--- src/rtl/phase_run_sequencer.sv ---
// -----------------------------------------------------------------------------
// phase_run_sequencer
//
// Run controller in front of the phase extraction datapath. A start request
// launches a sequence of RUNS acquisitions. Each acquisition writes
// 2^FFT_DEPTH antenna samples into the FFT input buffer, pulses fft_start and
// then waits for fft_done. If fft_done does not arrive within TIMEOUT cycles,
// a sticky error is raised and the sequence ends.
//
// Ports
//   clk           main clock
//   reset_n       synchronous reset, active-low (sampled on clk)
//   start         one-cycle request to begin a sequence (used only in IDLE)
//   abort         one-cycle request to cancel a running sequence
//   sample_valid  single-cycle strobe, qualified sample this cycle
//   sample        antenna sample, two's complement, passed through untouched
//   buf_we        FFT buffer write enable (registered, 1 cycle after strobe)
//   buf_addr      FFT buffer write address
//   buf_data      FFT buffer write data
//   fft_start     one-cycle FFT trigger
//   fft_done      FFT completion strobe (only sampled while waiting)
//   run_idx       index of the current run, 0..RUNS-1
//   busy          high whenever the sequencer is not idle
//   done          one-cycle end-of-sequence pulse
//   error         sticky timeout flag, cleared by the next accepted start
// -----------------------------------------------------------------------------
module phase_run_sequencer #(
    parameter int SINK_WIDTH = 14,
    parameter int FFT_DEPTH  = 11,
    parameter int RUNS       = 3,
    parameter int TIMEOUT    = 65535
) (
    input  logic                    clk,
    input  logic                    reset_n,
    input  logic                    start,
    input  logic                    abort,
    input  logic                    sample_valid,
    input  logic [SINK_WIDTH-1:0]   sample,
    output logic                    buf_we,
    output logic [FFT_DEPTH-1:0]    buf_addr,
    output logic [SINK_WIDTH-1:0]   buf_data,
    output logic                    fft_start,
    input  logic                    fft_done,
    output logic [$clog2(RUNS):0]   run_idx,
    output logic                    busy,
    output logic                    done,
    output logic                    error
);

    localparam int RIDX_W = $clog2(RUNS) + 1;
    localparam int TO_W   = $clog2(TIMEOUT + 1);

    localparam logic [2:0] ST_IDLE    = 3'd0;
    localparam logic [2:0] ST_CAPTURE = 3'd1;
    localparam logic [2:0] ST_TRIG    = 3'd2;
    localparam logic [2:0] ST_WAIT    = 3'd3;
    localparam logic [2:0] ST_DONE    = 3'd4;

    localparam logic [FFT_DEPTH-1:0] ADDR_LAST = {FFT_DEPTH{1'b1}};
    localparam logic [FFT_DEPTH-1:0] ADDR_ONE  = FFT_DEPTH'(1);
    localparam logic [RIDX_W-1:0]    RUN_LAST  = RIDX_W'(RUNS - 1);
    localparam logic [RIDX_W-1:0]    RUN_ONE   = RIDX_W'(1);
    localparam logic [TO_W-1:0]      TO_LAST   = TO_W'(TIMEOUT - 1);
    localparam logic [TO_W-1:0]      TO_ONE    = TO_W'(1);

    logic [2:0]            state_r;
    logic [2:0]            state_nxt_s;
    logic [FFT_DEPTH-1:0]  addr_cnt_r;
    logic [TO_W-1:0]       to_cnt_r;
    logic [RIDX_W-1:0]     run_idx_r;
    logic                  buf_we_r;
    logic [FFT_DEPTH-1:0]  buf_addr_r;
    logic [SINK_WIDTH-1:0] buf_data_r;
    logic                  fft_start_r;
    logic                  busy_r;
    logic                  done_r;
    logic                  error_r;

    // Decoded one-cycle events produced by the next-state logic
    logic start_acc_s;   // start accepted in IDLE
    logic wr_s;          // sample captured this cycle
    logic trig_s;        // FFT trigger issued this cycle
    logic run_adv_s;     // completed run, more runs to go
    logic timeout_s;     // wait budget exhausted without fft_done
    logic wait_tick_s;   // one more wait cycle without fft_done

    // Next-state and event decode; abort outranks everything except in IDLE,
    // where start is the only input that matters.
    always_comb begin
        state_nxt_s = state_r;
        start_acc_s = 1'b0;
        wr_s        = 1'b0;
        trig_s      = 1'b0;
        run_adv_s   = 1'b0;
        timeout_s   = 1'b0;
        wait_tick_s = 1'b0;
        case (state_r)
            ST_IDLE: begin
                if (start) begin
                    start_acc_s = 1'b1;
                    state_nxt_s = ST_CAPTURE;
                end else begin
                    state_nxt_s = ST_IDLE;
                end
            end
            ST_CAPTURE: begin
                if (abort) begin
                    state_nxt_s = ST_IDLE;
                end else if (sample_valid) begin
                    wr_s = 1'b1;
                    if (addr_cnt_r == ADDR_LAST) begin
                        state_nxt_s = ST_TRIG;
                    end else begin
                        state_nxt_s = ST_CAPTURE;
                    end
                end else begin
                    state_nxt_s = ST_CAPTURE;
                end
            end
            ST_TRIG: begin
                if (abort) begin
                    state_nxt_s = ST_IDLE;
                end else begin
                    trig_s      = 1'b1;
                    state_nxt_s = ST_WAIT;
                end
            end
            ST_WAIT: begin
                if (abort) begin
                    state_nxt_s = ST_IDLE;
                end else if (fft_done) begin
                    // fft_done beats a timeout landing on the same cycle
                    if (run_idx_r == RUN_LAST) begin
                        state_nxt_s = ST_DONE;
                    end else begin
                        run_adv_s   = 1'b1;
                        state_nxt_s = ST_CAPTURE;
                    end
                end else if (to_cnt_r == TO_LAST) begin
                    timeout_s   = 1'b1;
                    state_nxt_s = ST_DONE;
                end else begin
                    wait_tick_s = 1'b1;
                    state_nxt_s = ST_WAIT;
                end
            end
            ST_DONE: begin
                state_nxt_s = ST_IDLE;
            end
            default: begin
                state_nxt_s = ST_IDLE;
            end
        endcase
    end

    // FSM state register
    always_ff @(posedge clk) begin
        if (!reset_n) begin
            state_r <= ST_IDLE;
        end else begin
            state_r <= state_nxt_s;
        end
    end

    // Buffer address counter; wraps naturally after the last address
    always_ff @(posedge clk) begin
        if (!reset_n) begin
            addr_cnt_r <= {FFT_DEPTH{1'b0}};
        end else if (start_acc_s) begin
            addr_cnt_r <= {FFT_DEPTH{1'b0}};
        end else if (wr_s) begin
            addr_cnt_r <= addr_cnt_r + ADDR_ONE;
        end else begin
            addr_cnt_r <= addr_cnt_r;
        end
    end

    // Buffer write port: one-cycle registered copy of the accepted strobe
    always_ff @(posedge clk) begin
        if (!reset_n) begin
            buf_we_r   <= 1'b0;
            buf_addr_r <= {FFT_DEPTH{1'b0}};
            buf_data_r <= {SINK_WIDTH{1'b0}};
        end else if (wr_s) begin
            buf_we_r   <= 1'b1;
            buf_addr_r <= addr_cnt_r;
            buf_data_r <= sample;
        end else begin
            buf_we_r   <= 1'b0;
            buf_addr_r <= buf_addr_r;
            buf_data_r <= buf_data_r;
        end
    end

    // FFT trigger pulse, visible in the first wait cycle
    always_ff @(posedge clk) begin
        if (!reset_n) begin
            fft_start_r <= 1'b0;
        end else begin
            fft_start_r <= trig_s;
        end
    end

    // Wait-cycle counter, restarted every time the FFT is triggered
    always_ff @(posedge clk) begin
        if (!reset_n) begin
            to_cnt_r <= {TO_W{1'b0}};
        end else if (state_r == ST_TRIG) begin
            to_cnt_r <= {TO_W{1'b0}};
        end else if (wait_tick_s) begin
            to_cnt_r <= to_cnt_r + TO_ONE;
        end else begin
            to_cnt_r <= to_cnt_r;
        end
    end

    // Run index; holds its last value after the sequence ends or aborts
    always_ff @(posedge clk) begin
        if (!reset_n) begin
            run_idx_r <= {RIDX_W{1'b0}};
        end else if (start_acc_s) begin
            run_idx_r <= {RIDX_W{1'b0}};
        end else if (run_adv_s) begin
            run_idx_r <= run_idx_r + RUN_ONE;
        end else begin
            run_idx_r <= run_idx_r;
        end
    end

    // Sticky timeout flag; survives abort, cleared only by an accepted start
    always_ff @(posedge clk) begin
        if (!reset_n) begin
            error_r <= 1'b0;
        end else if (start_acc_s) begin
            error_r <= 1'b0;
        end else if (timeout_s) begin
            error_r <= 1'b1;
        end else begin
            error_r <= error_r;
        end
    end

    // Status flags track the state being entered so busy and done drop together
    always_ff @(posedge clk) begin
        if (!reset_n) begin
            busy_r <= 1'b0;
            done_r <= 1'b0;
        end else begin
            busy_r <= (state_nxt_s != ST_IDLE);
            done_r <= (state_nxt_s == ST_DONE);
        end
    end

    assign buf_we    = buf_we_r;
    assign buf_addr  = buf_addr_r;
    assign buf_data  = buf_data_r;
    assign fft_start = fft_start_r;
    assign run_idx   = run_idx_r;
    assign busy      = busy_r;
    assign done      = done_r;
    assign error     = error_r;

endmodule

--- config.mk ---
export PLATFORM = sky130hd
export DESIGN_NAME = phase_run_sequencer
export DESIGN_NICKNAME = d
export VERILOG_FILES = /design/src/rtl/phase_run_sequencer.sv
export SDC_FILE = /design/constraint.sdc
export NUM_CORES = 1
export LEC_CHECK = 0
export BUFFER_PORTS_ARGS = -buffer_cell sky130_fd_sc_hd__buf_2
export CAP_MARGIN = 30
export CORE_UTILIZATION = 54
export DETAILED_ROUTE_END_ITERATION = 8
export GPL_ROUTABILITY_DRIVEN = 0
export PLACE_DENSITY_LB_ADDON = 0.2
export SYNTH_ARGS = -nofsm -noshare
export SYNTH_HDL_FRONTEND = slang
export SYNTH_SLANG_ARGS = --single-unit
--- constraint.sdc ---
create_clock -name clk -period 2.25 [get_ports clk]
set_input_delay 0.1125 -clock clk [delete_from_list [all_inputs] [get_ports clk]]
set_output_delay 0.1125 -clock clk [all_outputs]
set_load 0.05 [all_outputs]
==> reports/metrics.cfg, run 1 <==
[global_route]
grt_pass1_wl_um=8940
grt_pass1_vias=2058
grt_max_degree=28
overflow=0
grt_usage=0.226
antenna_found_initial=0

[setup_path]
worstSetupStartpointType=flip-flop
startpoint=to_cnt_r[0]
slowest_delay_ps=400
cp-end-kind=flip-flop
path_depth=7
arrival_ps=2260
required_ps=2440
crit_fanout=5
critPathTopFamily=simple AND/OR/NAND/NOR gates
timing.rr.start=to_cnt_r[0]
cp_slowest_cell=nor4_2
crit_path_cell_trace=inv_1, ha_1, nand4_1, nor4_2, nor2_1, nor4_1, o21ai_0
worstSetupPathType=flip-flop to flip-flop
worstRegToRegCells=7
r2r_slack_ps=180
worstReg2RegEnd=busy
cp-endpoint=busy
cp_num_buf_inv=1

[synthesis]
syn_avg_cell_area_um2=8.54
yosys.area.top_type_share=0.487
syn_inst=303
yosys_warnings=0
yosysTopAreaCell=dfxtp_1
ys_ff_latch=63
syn-cell-area_um2=2590
ys_seq_area_frac=0.487
syn_nets=328
yosys-top-cells-area=dfxtp_1 (49%), nand2_1 (8.6%), a21oi_1 (6.8%)
yosysUniqueCellTypes=35

[sta]
period_share=0.921
relSlewSlack=0.580
hold_viol=0
clock_skew_ps=9.59
slew_viol_final=0
finalSetupTns_ps=0
setup_violations=0
fmax_ghz=0.483
min_period_ps=2070
rsz0062_at_grt=no
tightest_slew_ps=630

[power_and_ir_drop]
powerDensity_nw_per_um2=715
power_w=0.00224
vdd_drop_max_mv=0.423
p_leak_nw=1.23

[floorplanning]
row_count=24
fp.dieW_um=71.2
ios=53
die_h_um=71.2
start_util=0.579
dieArea_um2=5080
design.core.area_um2=4470

[clock_tree]
clk_pin_slew_ps=70
htree_levels=3
ctsResizeCount=0
clockRootBuffer=clkbuf_8
clockBufferDepth=2
holdBufCountCts=0
cts_tree=built
cts_made_buffers=9
cts.sinks=63
postCtsSetupBuffers=0
clock_latency_ps=330

[cells_and_area]
diodes=0
nNetsFinal=387
area_delta_synth_final_pct=21.1
drive_gt1_frac=0.215

[outcome]
violations=design-rule violations
run_status=finished, violations left

[drt]
drt-pass1-iter-count=6
wire_per_inst_um=12.9
dr_total_vias=2301
totalWireLength_um=5420
viasPerCell=5.49
ant_nets=0
drc=5
dr.first_iter.drc_count=155

[job]
drv_cap=0

[worst_hold_path]
hp-class=input port to flip-flop

[placement]
port_buffers=52
hpwl_um=3740

[synthesized netlist by cell type]
library cell   n
clkbuf_1       9
o211a_1        2
nand4_1       13
nand2b_1       4
buf_2          3
nor4b_1        1
nor2_1        28
xnor2_1       11
nor3b_1        3
o311a_1        1
and2_1         1
nor3_1         9
dfxtp_1       63
a31oi_1        1
o21ai_1        1
or2b_1         1
a21oi_1       35
nor4_2         1
nand2_4        1
o21ai_0        4
nand3_1        9
nor4b_4        1
nand4b_1       2
and3_1         2
nand2_1       59
ha_1           5
nor4_1         3
inv_1          7
a211oi_1       6
xor2_1         9
or3_4          1
nand4bb_1      1
mux2i_1        1
and4_1         2
or3_1          3
[worst min path at each step]
stage / slack, ps / from / cells past startpoint / endpoint
CTS: 5 / sample[5] / 3 / buf_data[5]
detailed placement: 360 / sample[5] / 3 / buf_data[5]
floorplan: 190 / abort / 1 / fft_start
global route: 10 / sample[11] / 3 / buf_data[11]
finish: 9 / sample[1] / 3 / buf_data[1]
global placement: 360 / sample[11] / 3 / buf_data[11]
[kinds of logic after synthesis]
logic type,Yosys count,synth area share
simple gates,145,0.279
flops,63,0.487
compound gates,50,0.109
xor+xnor,20,0.0677
buf+inv,19,0.0290
fa+ha+maj,5,0.0242
mux,1,0.00387
[sequential cells by signal (all words and copies together), names as in the netlist]
name        flops
to_cnt_r       16
buf_data       14
addr_cnt_r     11
buf_addr       11
run_idx         3
state_r         3
buf_we          1
busy            1
done            1
error           1
fft_start       1
[placed cells by master (no fill, tap or decap), types with 2 or more instances in the layout]
master,n
dfxtp_1,63
nand2_1,59
buf_2,52
a21oi_1,35
nor2_1,28
nand4_1,13
xnor2_1,11
clkbuf_8,11
nand3_1,9
xor2_1,9
nor3_1,9
buf_4,8
inv_1,7
a211oi_1,6
ha_1,5
nand2b_1,4
o21ai_0,4
or3_1,3
nor4_1,3
nor3b_1,3
o211a_1,2
and4_1,2
and3_1,2
nand4b_1,2
clkinvlp_4,2
[report_power, final]
part           internal [W]  switching, W
Combinational     0.0000328     0.0000763
Clock              0.000574      0.000429
Sequential          0.00112    0.00000552
Total               0.00173      0.000511
[metrics by stage]
stage               setup slack (ps)  cell area, um^2   util  hold slack [ps]  cells
floorplan                        266             2590      -              191    303
global placement                 443             2930  0.654              356    403
detailed placement               355             2930  0.654              361    403
CTS                              215             3130  0.701             5.39    419
global route                     117             3130  0.701             13.9    419
finish                           179             3130  0.701             9.14    419
[tightest hold or removal path, cell delays in order]
cell and delay (ps):
buf_2 90, nand2_1 40, a21oi_1 50
[area by class of cell]
type	instances	area, um^2
Inverter	7	26.3
Sequential cell	63	1260
Multi-Input combinational cell	221	1250
Timing Repair Buffer	60	320
Fill cell	362	1340
Clock inverter	4	53.8
Tap cell	52	65.1
Clock buffer	12	155
[per-layer routing]
layer  track usage  routed length (um)  share of wire  vias to the layer above
met2         0.361                2590           0.48                       65
met1         0.292                2470           0.46                     1062
met4         0.107                 118          0.022                        0
met5             0                   0              0                        -
li1              -                   -              -                     1161
met3        0.0506                 240          0.044                       13
(Power assumes the default switching activity.)
==> run 2: changes to the inputs <==
--- a/config.mk
+++ b/config.mk
@@ -7,7 +7,9 @@
 export LEC_CHECK = 0
 export BUFFER_PORTS_ARGS = -buffer_cell sky130_fd_sc_hd__buf_2
 export CAP_MARGIN = 30
-export CORE_UTILIZATION = 54
+export CELL_PAD_IN_SITES_DETAIL_PLACEMENT = 2
+export CELL_PAD_IN_SITES_GLOBAL_PLACEMENT = 2
+export CORE_UTILIZATION = 32
 export DETAILED_ROUTE_END_ITERATION = 8
 export GPL_ROUTABILITY_DRIVEN = 0
 export PLACE_DENSITY_LB_ADDON = 0.2
==> reports/metrics.cfg, run 2 (synthesized netlist as in run 1, its figures left out) <==
[clock_tree]
cts_tree=built  ; unchanged
clk_pin_slew_ps=70  ; about the same
cts_made_buffers=9  ; unchanged
cts.sinks=63  ; unchanged
htree_levels=3  ; unchanged
postCtsSetupBuffers=0  ; unchanged
clockRootBuffer=clkbuf_8  ; unchanged
clock_latency_ps=340  ; was 330 ps
clockBufferDepth=2  ; unchanged
ctsResizeCount=0  ; unchanged

[power_and_ir_drop]
powerDensity_nw_per_um2=722  ; was 715 nW/um^2
vdd_drop_max_mv=0.297  ; was 0.423 mV
p_leak_nw=1.24  ; was 1.23 nW

[cells_and_area]
diodes=0  ; unchanged
top_register=to_cnt_r  ; unchanged
nNetsFinal=390  ; was 387
largest_reg_flops=16  ; unchanged
final_cells=472  ; was 419
drive_gt1_frac=0.216  ; was 0.215
fillers=920  ; was 362
final_common_cell=dfxtp_1  ; unchanged
layout_common_cells=dfxtp_1 (63), nand2_1 (59), buf_2 (52)  ; unchanged
finish.utilization=0.417  ; was 0.701
area_delta_synth_final_pct=25.1  ; was 21.1%

[sta]
fmax_ghz=0.521  ; was 0.483 GHz
clock_skew_ps=7.37  ; was 9.59 ps
setup_violations=0  ; unchanged
hold_viol=0  ; unchanged
rsz0062_at_grt=no  ; unchanged
finalSetupTns_ps=0  ; unchanged
setup_slack_ps=329  ; was 179 ps
slew_viol_final=0  ; unchanged
period_share=0.854  ; was 0.921
min_period_ps=1920  ; was 2070 ps
relSlewSlack=0.577  ; was 0.580
tightest_slew_ps=635  ; was 630 ps

[placement]
place_ws_ps=324  ; was 355 ps
port_buffers=52  ; unchanged
hpwl_um=5030  ; was 3740 um
place_inst=453  ; was 403

[job]
drv_cap=0  ; unchanged

[setup_path]
worstSetupStartpointType=flip-flop  ; unchanged
arrival_ps=2120  ; was 2260 ps
startpoint=state_r[0]  ; was to_cnt_r[0]
required_ps=2450  ; was 2440 ps
slowest_delay_ps=450  ; was 400 ps
crit_fanout=13  ; was 5
cp_slowest_cell=dfxtp_1  ; was nor4_2
timing.rr.start=state_r[0]  ; was to_cnt_r[0]
critPathTopFamily=simple AND/OR/NAND/NOR gates  ; unchanged
crit_path_cell_trace=nor4b_4, and2_1, buf_4, xnor2_1, nor2_1  ; was inv_1, ha_1, nand4_1, nor4_2, nor2_1, nor4_1, o21ai_0
worstReg2RegEnd=addr_cnt_r[0]  ; was busy
cp_num_buf_inv=1  ; unchanged
worstSetupPathType=flip-flop to flip-flop  ; unchanged
cp-end-kind=flip-flop  ; unchanged
worstRegToRegCells=5  ; was 7
r2r_slack_ps=330  ; was 180 ps

[floorplanning]
fp.dieW_um=91.9  ; was 71.2 um
design.core.area_um2=7770  ; was 4470 um^2
row_count=32  ; was 24
dieArea_um2=8450  ; was 5080 um^2
ios=53  ; unchanged
start_util=0.333  ; was 0.579
die_h_um=91.9  ; was 71.2 um

[worst_hold_path]
hold_start=sample[2]  ; was sample[1]
hp-class=input port to flip-flop  ; unchanged
whs_path_depth=3  ; unchanged
hold_end=buf_data[2]  ; was buf_data[1]

[drt]
dr.first_iter.drc_count=46  ; was 155
totalWireLength_um=7140  ; was 5420 um
ant_nets=0  ; unchanged
drc=0  ; was 5
wire_per_inst_um=15.1  ; was 12.9 um
viasPerCell=5.01  ; was 5.49
drt-pass1-iter-count=4  ; was 6
dr_total_vias=2364  ; was 2301

[global_route]
grt_pass1_vias=2529  ; was 2058
grt_pass1_wl_um=12300  ; was 8940 um
antenna_found_initial=0  ; unchanged
grt_max_degree=28  ; unchanged
grt_usage=0.183  ; was 0.226
overflow=0  ; unchanged

[outcome]
run_status=complete, no violations  ; was finished, violations left

run 2: how the worst max path moves through the flow:
stage                         end  slack (ps)  cells past startpoint
floorplan                    busy         270                      7
global placement    addr_cnt_r[0]         360                      5
detailed placement  addr_cnt_r[0]         320                      5
CTS                 addr_cnt_r[0]         310                      5
global route           state_r[0]         100                      6
finish              addr_cnt_r[0]         330                      5
run 2: layout make-up:
cell class / count / area [um^2] / area share
repair buffers: 63 / 350 / 0.108
clock inverters: 7 / 97.6 / 0.0301
multi-input cells: 221 / 1250 / 0.387
inverters: 7 / 26.3 / 0.00811
flip-flops and latches: 63 / 1260 / 0.389
well taps: 102 / 128 / 0.0394
clock buffers: 9 / 124 / 0.0382
run 2: what timing repair did:
action / 4_1_cts / 5_1_grt
hold buffers: 3 / 0
setup endpoints to repair: 0 / 0
endpoints found under the hold margin: 3 / 0
run 2: power by group:
group	switching (W)	leakage (nW)	internal, W
Clock	0.000466	0.105	0.000625
Combinational	0.0000806	0.631	0.0000363
Sequential	0.00000605	0.508	0.00112
Total	0.000553	1.24	0.00178
run 2: routing by layer:
metal | global-route usage | up-vias | part of all wire
met1 | 0.240 | 1154 | 0.48
met3 | 0.0431 | 7 | 0.033
met2 | 0.299 | 38 | 0.47
met4 | 0.0547 | 0 | 0.011
met5 | 0 | - | 0
li1 | - | 1165 | -
run 2: metrics by stage:
step	cell area, um^2	hold slack, ps	total power [W]
final	3240	18.0	0.00234
after global routing	3240	17.4	0.00243
after CTS	3240	1.44	0.00238
after detailed placement	2990	366	0.00127
after global placement	2990	356	0.00127
after floorplan	2590	191	0.00122
run 2: worst register-to-register path, stage by stage, from the launching register on:
cell and delay [ps]:
dfxtp_1 450, nor4b_4 440, and2_1 440, buf_4 280, xnor2_1 130, nor2_1 50
